<file path="src/rtl/wb_pkg.sv">
// Shared types for the writeback stage and its store buffer.
package wb_pkg;

  // Store-entry fields are sized for the widest supported bus. The top zero-extends
  // into them and truncates back out.
  localparam int unsigned MaxBusWidth = 64;

  typedef enum logic [1:0] {
    MemByte   = 2'd0,
    MemHalf   = 2'd1,
    MemWord   = 2'd2,
    MemDouble = 2'd3
  } mem_size_e;

  typedef struct packed {
    logic [MaxBusWidth-1:0] addr;
    logic [MaxBusWidth-1:0] data;
    mem_size_e              size;
  } stbuf_entry_t;

endpackage

</file>
<file path="src/rtl/stbuf_fifo.sv">
// Store-buffer FIFO: power-of-two depth, wrapping pointers, registered occupancy count.
// A write while full is dropped. The caller must stall instead, because there is no
// full-bypass path.
module stbuf_fifo #(
  parameter int unsigned EntryW = 8,
  parameter int unsigned Depth  = 4
) (
  input  logic                     clk_i,
  input  logic                     rst_ni,
  input  logic                     wr_en_i,
  input  logic [EntryW-1:0]        wr_data_i,
  input  logic                     rd_en_i,
  output logic [EntryW-1:0]        rd_data_o,
  output logic [$clog2(Depth):0]   count_o,
  output logic                     full_o,
  output logic                     empty_o
);

  localparam int unsigned PtrW = $clog2(Depth);
  localparam int unsigned CntW = PtrW + 1;
  localparam logic [CntW-1:0] FullCount = CntW'(Depth);

  logic [EntryW-1:0] mem_q [Depth];
  logic [PtrW-1:0]   wr_ptr_q, wr_ptr_d, rd_ptr_q, rd_ptr_d;
  logic [CntW-1:0]   count_q, count_d;
  logic              do_wr, do_rd;

  assign full_o    = (count_q == FullCount);
  assign empty_o   = (count_q == '0);
  assign do_wr     = wr_en_i & ~full_o;
  assign do_rd     = rd_en_i & ~empty_o;
  assign rd_data_o = mem_q[rd_ptr_q];
  assign count_o   = count_q;

  // Next-state pointers and count. Power-of-two depth makes the pointer wrap free.
  always_comb begin
    wr_ptr_d = wr_ptr_q;
    rd_ptr_d = rd_ptr_q;
    count_d  = count_q;
    if (do_wr) wr_ptr_d = wr_ptr_q + 1'b1;
    if (do_rd) rd_ptr_d = rd_ptr_q + 1'b1;
    unique case ({do_wr, do_rd})
      2'b10:   count_d = count_q + CntW'(1);
      2'b01:   count_d = count_q - CntW'(1);
      default: count_d = count_q;
    endcase
  end

  // Pointer and count state. Reset discards any buffered entries.
  always_ff @(posedge clk_i or negedge rst_ni) begin
    if (!rst_ni) begin
      wr_ptr_q <= '0;
      rd_ptr_q <= '0;
      count_q  <= '0;
    end else begin
      wr_ptr_q <= wr_ptr_d;
      rd_ptr_q <= rd_ptr_d;
      count_q  <= count_d;
    end
  end

  // Entry storage. It is not reset because the count gates visibility.
  always_ff @(posedge clk_i) begin
    if (do_wr) mem_q[wr_ptr_q] <= wr_data_i;
  end

endmodule

</file>
<file path="src/rtl/writeback_stbuf.sv">
// Writeback stage with a store buffer.
// Optional feature: define WB_LOAD_EXT_EN to size-extract and sign/zero-extend load
// data. Without it, load data passes through raw.
module writeback_stbuf
  import wb_pkg::*;
#(
  parameter int unsigned BUS_DATA_WIDTH = 64,
  parameter int unsigned STBUF_DEPTH    = 4
) (
  input  logic                          clk,
  input  logic                          reset_n,
  input  logic                          inValid,
  input  logic                          inMemOrReg,
  input  logic [BUS_DATA_WIDTH-1:0]     inReadData,
  input  logic [BUS_DATA_WIDTH-1:0]     inResult,
  input  logic [BUS_DATA_WIDTH-1:0]     inDataReg2,
  input  logic [4:0]                    inDestRegister,
  input  logic                          inRegWrite,
  input  logic                          inMemWrite,
  input  logic [1:0]                    inMemSize,
  input  logic                          inLoadUnsigned,
  input  logic                          inStoreReady,
  output logic                          outStall,
  output logic [BUS_DATA_WIDTH-1:0]     outRegData,
  output logic [4:0]                    outDestRegister,
  output logic                          outRegWrite,
  output logic                          outStoreValid,
  output logic [BUS_DATA_WIDTH-1:0]     outStoreAddr,
  output logic [BUS_DATA_WIDTH-1:0]     outStoreData,
  output logic [1:0]                    outStoreSize,
  output logic [$clog2(STBUF_DEPTH):0]  outStbufCount,
  output logic                          outStbufEmpty
);

  localparam int unsigned EntryW = $bits(stbuf_entry_t);

  logic [BUS_DATA_WIDTH-1:0] load_val, wr_data;
  logic [BUS_DATA_WIDTH-1:0] reg_data_q;
  logic [4:0]                dest_q;
  logic                      reg_write_q;
  logic                      accept, enq, deq, stbuf_full, stbuf_empty;
  stbuf_entry_t              enq_entry, head_entry;

`ifdef WB_LOAD_EXT_EN
  int unsigned load_bits;
  logic        load_sign;

  // Keep the low 1/2/4/8 bytes and fill the rest with the sign bit, or zero if unsigned.
  always_comb begin
    load_bits = 32'd8 << inMemSize;
    if (load_bits > BUS_DATA_WIDTH) load_bits = BUS_DATA_WIDTH;
    load_sign = ~inLoadUnsigned & inReadData[load_bits-1];
    load_val  = '0;
    for (int unsigned i = 0; i < BUS_DATA_WIDTH; i++) begin
      load_val[i] = (i < load_bits) ? inReadData[i] : load_sign;
    end
  end
`else
  logic unused_load_unsigned;
  assign unused_load_unsigned = inLoadUnsigned;
  assign load_val             = inReadData;
`endif

  assign wr_data  = inMemOrReg ? inResult : load_val;
  // A full buffer stalls the store even if the head drains this cycle.
  assign outStall = inValid & inMemWrite & stbuf_full;
  assign accept   = inValid & ~outStall;
  assign enq      = accept & inMemWrite;
  assign deq      = ~stbuf_empty & inStoreReady;

  // Build the buffer entry. Fields are zero-extended to the package width.
  always_comb begin
    enq_entry      = '0;
    enq_entry.addr = MaxBusWidth'(inResult);
    enq_entry.data = MaxBusWidth'(inDataReg2);
    enq_entry.size = mem_size_e'(inMemSize);
  end

  stbuf_fifo #(
    .EntryW (EntryW),
    .Depth  (STBUF_DEPTH)
  ) u_stbuf_fifo (
    .clk_i     (clk),
    .rst_ni    (reset_n),
    .wr_en_i   (enq),
    .wr_data_i (enq_entry),
    .rd_en_i   (deq),
    .rd_data_o (head_entry),
    .count_o   (outStbufCount),
    .full_o    (stbuf_full),
    .empty_o   (stbuf_empty)
  );

  // Register the writeback result. Data and destination hold when nothing is accepted.
  always_ff @(posedge clk or negedge reset_n) begin
    if (!reset_n) begin
      reg_data_q  <= '0;
      dest_q      <= '0;
      reg_write_q <= 1'b0;
    end else begin
      reg_write_q <= accept & inRegWrite & (inDestRegister != 5'd0);
      if (accept) begin
        reg_data_q <= wr_data;
        dest_q     <= inDestRegister;
      end
    end
  end

  assign outRegData      = reg_data_q;
  assign outDestRegister = dest_q;
  assign outRegWrite     = reg_write_q;
  assign outStoreValid   = ~stbuf_empty;
  assign outStbufEmpty   = stbuf_empty;
  assign outStoreAddr    = head_entry.addr[BUS_DATA_WIDTH-1:0];
  assign outStoreData    = head_entry.data[BUS_DATA_WIDTH-1:0];
  assign outStoreSize    = head_entry.size;

endmodule

</file>
<file path="config.mk">
export PLATFORM = sky130hd
export DESIGN_NAME = writeback_stbuf
export DESIGN_NICKNAME = d
export VERILOG_FILES = /design/src/rtl/wb_pkg.sv /design/src/rtl/stbuf_fifo.sv /design/src/rtl/writeback_stbuf.sv
export SDC_FILE = /design/constraint.sdc
export NUM_CORES = 1
export LEC_CHECK = 0
export ABC_AREA = 1
export CAP_MARGIN = 20
export CELL_PAD_IN_SITES_DETAIL_PLACEMENT = 1
export CELL_PAD_IN_SITES_GLOBAL_PLACEMENT = 2
export CORE_UTILIZATION = 32
export CTS_CLUSTER_DIAMETER = 80
export DETAILED_ROUTE_END_ITERATION = 12
export GPL_ROUTABILITY_DRIVEN = 1
export GPL_TIMING_DRIVEN = 1
export PLACE_DENSITY_LB_ADDON = 0.1
export SYNTH_ARGS = -nofsm -noshare
export SYNTH_HDL_FRONTEND = slang
export SYNTH_SLANG_ARGS = --single-unit
export TNS_END_PERCENT = 1
</file>
<file path="constraint.sdc">
create_clock -name clk -period 6.7 [get_ports clk]
set_clock_uncertainty 0.2 [all_clocks]
set_input_delay 1.34 -clock clk [delete_from_list [all_inputs] [get_ports clk]]
set_output_delay 1.34 -clock clk [all_outputs]
set_load 0.03 [all_outputs]
</file>
# Yosys cells after proc, flatten, opt, wreduce, memory -nomap -nowiden
# Memories as Yosys holds them, arrays and structs flattened.
# Cells that the tools add are included.
# classes
add_sub_neg	4
n_eq_ne	3
mux	4
bitwise_logic	12
n_reduce_logical	3
# op_table
operator	count
$mux 64	1
$and 1x1->1	9
$pmux 3 s2	1
$reduce_bool 5->1	1
$add 2x1->2 const B	2
$add 3x1->3 const B	1
$eq 3x3->1 const B	1
$logic_not 3->1	1
$not 1->1	3
$sub 3x1->3 const B	1
$eq 2x1->1 const B	1
$eq 2x2->1 const B	1
$mux 1	2
$reduce_bool 2->1	1
# word_totals
reg_bits	77
ram_bits	520
in_bits	207
out_inout_bits	206
memories	1
# memory_table
memory	depth	word_bits	rd	rd_clocked_by_memory_dff	wr	line	rtl
u_stbuf_fifo.mem_q	4	130	1	0	1	stbuf_fifo.sv:23	logic [EntryW-1:0] mem_q [Depth];

# Longest topological paths before layout
# Gate-level depths: netlist of the first run.
# logic_depth
ltp_word	8
mapped_depth	12

# By module
# A second synthesis of the first run with hierarchy kept.
# hier_totals
hier_cells	2091
hier_area_um2	24693.7
# by_module_without_submodules
mod	n_inst	cells_each	area_each_um2	seq_area_each_um2
stbuf_fifo	1	1578	21219.1	15790.1
writeback_stbuf	1	513	3474.6	1751.7

# Worst setup path before layout of the first run
# Ideal clock, no wire load.
# synth_path
kind	in2reg
from	in inValid
to	mem u_stbuf_fifo.mem_q[0][0] (netlist bit), enable pin
arrival_time_ns	7.163
required_time_ns	5.879
path_slack_ns	-1.284
cell_stages	5
path_buffers	1
cell_sequence	buf_4 nand2_1 inv_2 nand2_1 nor2_1
# synth_via
elab_chain_cells	8
# synth_lines
item	line	rtl
start: declaration	writeback_stbuf.sv:12	input logic inValid,
$and 1x1->1 (2 in a row)	writeback_stbuf.sv:66	assign outStall = inValid & inMemWrite & stbuf_full;
$not 1->1	writeback_stbuf.sv:67	assign accept = inValid & ~outStall;
$and 1x1->1 *	writeback_stbuf.sv:67	
$and 1x1->1 *	writeback_stbuf.sv:68	assign enq = accept & inMemWrite;
$and 1x1->1 *	stbuf_fifo.sv:30	assign do_wr = wr_en_i & ~full_o;
$mux 1 *	stbuf_fifo.sv:64	if (do_wr) mem_q[wr_ptr_q] <= wr_data_i;
$mux 1 (not written as such) *	stbuf_fifo.sv:64	
end: declaration	stbuf_fifo.sv:23	
# Every way passes the cells marked *; elsewhere a longest branch is shown, timed or not.

# Worst setup path in the final report of the first run
# layout_path
from	reg u_stbuf_fifo.rd_ptr_q[0]
to	out outStoreAddr[45]
# layout_via
elab_chain_cells	1
# layout_lines
item	line	rtl
start: declaration	stbuf_fifo.sv:24	logic [PtrW-1:0] wr_ptr_q, wr_ptr_d, rd_ptr_q, rd_ptr_d;
start signal: assignment	stbuf_fifo.sv:57	rd_ptr_q <= rd_ptr_d;
$mem_v2 4x130	-	
end: declaration	writeback_stbuf.sv:28	output logic [BUS_DATA_WIDTH-1:0] outStoreAddr,
# No other way between the ends.

==> impl_metrics.csv, run 1 <==
group,metric,value,unit
status,status,"finished, final reports clean",
drt,post_drt_wl_per_cell,21.7,um
layout,syn_to_final_growth,31.1,%
sta,whs,0.272,ns
layout,fin_util,0.425,
grt,overflow,0,
power_and_ir_drop,intPower,8450,uW
worst_setup_path,endpoint_kind,"output pin",
layout,nFillCells,7458,
layout,fin_cells,3219,
placement,port_buffers,411,
worst_setup_path,criticalPathCategory,"flip-flop to output pin",
clock_tree,cts_setup_buffers,0,
placement,dp.cells,3093,
clock_tree,cts_resized,0,
sta,fmax,195,MHz
grt,track_usage,0.187,
worst_setup_path,cp.required,5.16,ns
min_path,hold_path.class,"flip-flop to flip-flop",
grt,antenna_found_initial,5,
grt,grt_pass1_wl,104000,um
power_and_ir_drop,combPwrFrac,0.383,
power_and_ir_drop,seq_power_share,0.344,
run,cap_violations,0,
logic_synthesis,synth-seq-cells,597,
power_and_ir_drop,p_leak,0.0108,uW
clock_tree,htree_levels,3,
clock_tree,cts_sinks,597,
logic_synthesis,synth_cell_types,20,
die,start_util,0.324,
layout,nNetsFinal,2427,
placement,globalplace.congestion,0.738,
die,rows,98,
power_and_ir_drop,vdd_drop_max,0.000248,V
sta,finalHoldViolCount,0,
power_and_ir_drop,clockPowerShare,0.272,
clock_tree,path_clk_slew,0.05,ns
grt,grt_pass1_vias,16600,
drt,wl,69800,um
clock_tree,clockRootBuffer,"clkbuf_16",
clock_tree,cts.path.max_buffers,3,
worst_setup_path,critical_path.max_fanout,138,
drt,ant_nets,0,
drt,vias_per_cell,4.88,
layout,mostFrequentLayoutCell,"edfxtp_1",
sta,rsz0062_at_grt,"no",
logic_synthesis,synthesis.nets,2042,
placement,pre_cts_ws,2.02,ns
logic_synthesis,yosys_warnings,0,
die,io_pins,413,
clock_tree,clk-insertion-delay-late,0.59,ns
sta,slew_violations,0,
sta,period_needed,5.13,ns
die,die_area,73700,sq um
clock_tree,numCtsBuffers,69,
logic_synthesis,avgSynthCellArea,12.7,sq um
clock_tree,cts_tree,"done",
die,die_w,271,um
power_and_ir_drop,p_sw_frac,0.379,
sta,finalSetupViolCount,0,
drt,dr_total_vias,15700,
sta,relSlewSlack,0.328,
die,core-area,71600,sq um
sta,fin_crit_sh,0.765,
sta,worst_slack,1.57,ns
logic_synthesis,synth_cells,1829,
power_and_ir_drop,p_per_area,447,nW/um^2
drt,initialDrtViolationCount,904,
placement,place_hpwl,41100,um
clock_tree,ctsHoldBuffers,0,
drt,drtPass1Iterations,4,
layout,layout_common_cells,"edfxtp_1, clkdlybuf4s50_1, o21ai_0, nor2_1, nand2_1",
layout,layout-drive-gt1-share,0.0631,
drt,drc,0,
power_and_ir_drop,p_switching,5160,uW
worst_setup_path,start_kind,"flip-flop",
grt,grt_max_degree,169,
logic_synthesis,yosysSeqAreaShare,0.755,
worst_setup_path,arrival,3.59,ns
die,dieHeight,271,um
logic_synthesis,synth_area,23200,sq um
sta,tightestPinTransition,1.01,ns
state kept, by name, summed over array words and instances, names as in the netlist:
signal                 cells
outRegWrite                1
outRegData                64
u_stbuf_fifo.wr_ptr_q      2
u_stbuf_fifo.rd_ptr_q      2
outDestRegister            5
u_stbuf_fifo.mem_q       520
u_stbuf_fifo.count_o       3
cells in the mapped netlist:
library cell    n  share of area
buf_1           7         0.0011
buf_2          30         0.0065
buf_4          11         0.0036
buf_6           9         0.0044
clkbuf_1       64          0.010
dfrtp_1        77          0.083
edfxtp_1      520           0.67
fa_1            1        0.00086
ha_1            5         0.0027
inv_1          80          0.013
inv_2           2        0.00032
nand2_1       221          0.036
nand2_4         1        0.00048
nand3_1        72          0.016
nand3_2         1        0.00043
nand4_1         1        0.00027
nor2_1        268          0.043
o21ai_0       327          0.070
o22ai_1       130          0.035
xnor2_1         2        0.00075
kinds of logic after synthesis:
logic type	Yosys count	share of synthesized area
AO/OA/AOI/OAI	457	0.105
XOR/XNOR	2	0.000754
adder cells (fa/ha/maj)	6	0.00356
buffers and inverters	203	0.0391
flip-flops	597	0.755
AND/OR/NAND/NOR	564	0.0957
path summary, 6_finish.rpt:
check | startpoint | to | slack [ns] | cells past startpoint
setup / recovery | u_stbuf_fifo.rd_ptr_q[0] | outStoreAddr[45] | 1.57 | 5
hold / removal | outRegData[10] | outRegData[10] | 0.27 | 2
setup reg to reg | u_stbuf_fifo.count_o[0] | u_stbuf_fifo.count_o[2] | 3.96 | 10
hold reg to reg | outRegData[10] | outRegData[10] | 0.27 | 2
max in group asynchronous | reset_n | u_stbuf_fifo.rd_ptr_q[1] | 4.61 | 2
min in group asynchronous | reset_n | outRegData[15] | 0.53 | 1
area by class of cell:
class                           count  area, sq um  share of cell area
Inverter                           82          318              0.0104
Clock buffer                       91         1910              0.0628
Antenna cell                        1         2.50           0.0000822
Clock inverter                     34          325              0.0107
Multi-Input combinational cell   1029         4810               0.158
Sequential cell                   597        17500               0.576
Timing Repair Buffer              435         4350               0.143
Tap cell                          950         1190              0.0390
routing by layer:
layer / track usage / routed length, um / vias up
met2: 0.315 / 34200 / 326
met1: 0.233 / 29700 / 7926
met4: 0.0538 / 1640 / 8
li1: - / - / 7331
met3: 0.0511 / 4150 / 105
met5: 0 / 54 / -
critical path, stage by stage, from the launching register on:
cell,delay (ns)
dfrtp_4,0.68
inv_8,0.63
buf_4,0.56
o21ai_0,0.15
o22ai_1,0.16
clkdlybuf4s50_1,0.75
stage by stage:
stage               area, sq um  TNS, ns  total power, uW
finish                    30500        0            13600
global route              30500        0            14300
CTS                       30500        0            13900
detailed placement        28200        0            10100
global placement          28200        0            10000
floorplan                 23200  -667.81             7750
power by group through the flow:
| stage | registers (uW) | logic, uW | clock network [uW] |
|---|---|---|---|
| global route | 4730 | 5620 | 3940 |
| floorplan | 4870 | 2890 | 0 |
| detailed placement | 4770 | 5330 | 0 |
| finish | 4690 | 5220 | 3710 |
| global placement | 4750 | 5270 | 0 |
| CTS | 4700 | 5350 | 3820 |
Note: power is estimated with default switching activity, not from simulation.
==> run 2: changes to the inputs <==
clock period = 4.5 ns   (was 6.7 ns; I/O delays follow)
==> run 2 against run 1 <==
Cell count unchanged. Combinational power increased by 55%. Sequential share of layout area about the same. Highest routed layer unchanged.
==> impl_metrics.csv, run 2 (synthesized netlist as in run 1, its figures left out) <==
group,metric,value,unit
power_and_ir_drop,intPower,12400,uW
sta,finalHoldViolCount,0,
placement,port_buffers,411,
drt,vias_per_cell,4.91,
status,status,"finished, final reports clean",
grt,grt_pass1_wl,104000,um
drt,drtPass1Iterations,4,
layout,syn_to_final_growth,31.1,%
die,die_w,271,um
clock_tree,htree_levels,3,
clock_tree,cts_tree,"done",
clock_tree,cts_resized,0,
die,rows,98,
grt,met3_usage,0.0498,
layout,nNetsFinal,2430,
sta,tightestPinTransition,1.00,ns
drt,ant_nets,0,
sta,fmax,240,MHz
clock_tree,clockRootBuffer,"clkbuf_16",
grt,grt_max_degree,83,
placement,globalplace.congestion,0.746,
power_and_ir_drop,p_switching,7730,uW
drt,wl,70000,um
power_and_ir_drop,combPwrFrac,0.401,
layout,largest_reg_flops,520,
sta,tns,0,ns
worst_setup_path,critical_path.max_fanout,63,
grt,track_usage,0.188,
min_path,hold_path.class,"primary input to async pin",
power_and_ir_drop,p_leak,0.0108,uW
worst_setup_path,criticalPathCategory,"flip-flop to output pin",
run,cap_violations,0,
power_and_ir_drop,vdd_drop_max,0.000392,V
grt,grt_pass1_vias,16800,
power_and_ir_drop,clockPowerShare,0.255,
grt,overflow,0,
die,dieHeight,271,um
die,io_pins,413,
power_and_ir_drop,p_total,20100,uW
layout,nFillCells,7491,
grt,antenna_found_initial,2,
drt,dr_total_vias,15800,
die,core-area,71600,sq um
worst_setup_path,start_kind,"flip-flop",
sta,fin_crit_sh,0.927,
grt,met2_usage,0.313,
sta,whs,0.134,ns
power_and_ir_drop,p_sw_frac,0.385,
power_and_ir_drop,p_per_area,660,nW/um^2
clock_tree,clk-insertion-delay-late,0.60,ns
layout,diodes,0,
worst_setup_path,cp.required,3.40,ns
layout,largest-register,"u_stbuf_fifo.mem_q",
sta,relSlewSlack,0.331,
die,die_area,73700,sq um
sta,rsz0062_at_grt,"no",
placement,place_area,28400,sq um
sta,finalSetupViolCount,0,
layout,mostFrequentLayoutCell,"edfxtp_1",
die,start_util,0.324,
layout,layout-drive-gt1-share,0.0591,
drt,initialDrtViolationCount,767,
layout,design_area,30400,sq um
layout,layout_common_cells,"edfxtp_1, clkdlybuf4s50_1, o21ai_0, nor2_1, nand2_1",
grt,met1_usage,0.241,
drt,drc,0,
drt,post_drt_wl_per_cell,21.7,um
clock_tree,path_clk_slew,0.06,ns
worst_setup_path,startpoint,"u_stbuf_fifo.rd_ptr_q[1]",
sta,slew_violations,0,
clock_tree,cts_sinks,597,
power_and_ir_drop,seq_power_share,0.343,
clock_tree,cts.path.max_buffers,3,
clock_tree,numCtsBuffers,69,
placement,place_hpwl,41800,um
sta,period_needed,4.17,ns
grt,top_usage_layer,"met2",
clock_tree,cts_setup_buffers,0,
worst_setup_path,endpoint_kind,"output pin",
worst_setup_path,r2r-start,"u_stbuf_fifo.count_o[0]",
clock_tree,ctsHoldBuffers,0,
worst_setup_path,arrival,3.07,ns
-- run 2: cell count changes in the layout (fill, tap and decap cells not counted), sizes merged --
cell / before / now
clkinvlp: 0 / 1
clkdlybuf4s50: 408 / 405
buf: 27 / 33
clkbuf: 91 / 93
clkinv: 24 / 23
bufinv: 5 / 1
diode: 1 / 0
-- run 2: worst max-delay path: stages, from the launching register on --
cell and delay (ns):
dfrtp_4 0.65, inv_4 0.28, buf_12 0.33, o21ai_0 0.18
o22ai_1 0.22, clkdlybuf4s50_1 0.79
-- run 2: per-stage QoR --
step                      instances  setup slack (ns)   util
after floorplan                1829            -0.895      -
after global placement         3096             0.945  0.397
after detailed placement       3096             0.926  0.397
after CTS                      3219             0.232  0.425
after global routing           3219             0.146  0.425
final                          3219             0.328  0.425
-- run 2: cell type report --
cell class | count | area [sq um] | area share
Inverter | 82 | 318 | 0.0104
Tap cell | 950 | 1190 | 0.0390
Clock inverter | 30 | 194 | 0.00637
Timing Repair Buffer | 438 | 4540 | 0.149
Multi-Input combinational cell | 1029 | 4810 | 0.158
Clock buffer | 93 | 1850 | 0.0607
Sequential cell | 597 | 17500 | 0.576
-- run 2: routing by layer --
layer | up-vias | wire, um
met3 | 85 | 4310
met2 | 367 | 33700
met5 | - | 25
met1 | 8024 | 30500
met4 | 4 | 1460
li1 | 7330 | -
-- run 2: worst paths after layout --
| kind | endpoint | slack, ns | cells after the start |
|---|---|---|---|
| worst min register to register | outRegData[63] | 0.27 | 2 |
| min in group clk | outRegData[63] | 0.27 | 2 |
| worst min-delay path | outRegData[58] | 0.13 | 1 |
| worst max-delay path | outStoreAddr[20] | 0.33 | 5 |
| max in group asynchronous | outRegData[46] | 3.16 | 2 |
| worst max register to register | u_stbuf_fifo.count_o[2] | 1.48 | 10 |
-- run 2: power by group through the flow --
| stage | Combinational, uW | Sequential, uW | Clock [uW] |
|---|---|---|---|
| after global placement | 8110 | 6990 | 0 |
| after floorplan | 4300 | 7190 | 0 |
| after detailed placement | 8220 | 7020 | 0 |
| after CTS | 8250 | 6910 | 5310 |
| after global routing | 8660 | 6960 | 5500 |
| final | 8070 | 6910 | 5140 |
==> run 3: changes to the inputs <==
HOLD_SLACK_MARGIN = 0.08   (was default)
SKIP_CTS_REPAIR_TIMING = 1   (was default)
==> results of run 3 <==
Final layout, timing and power as in run 2 (identical DEF).
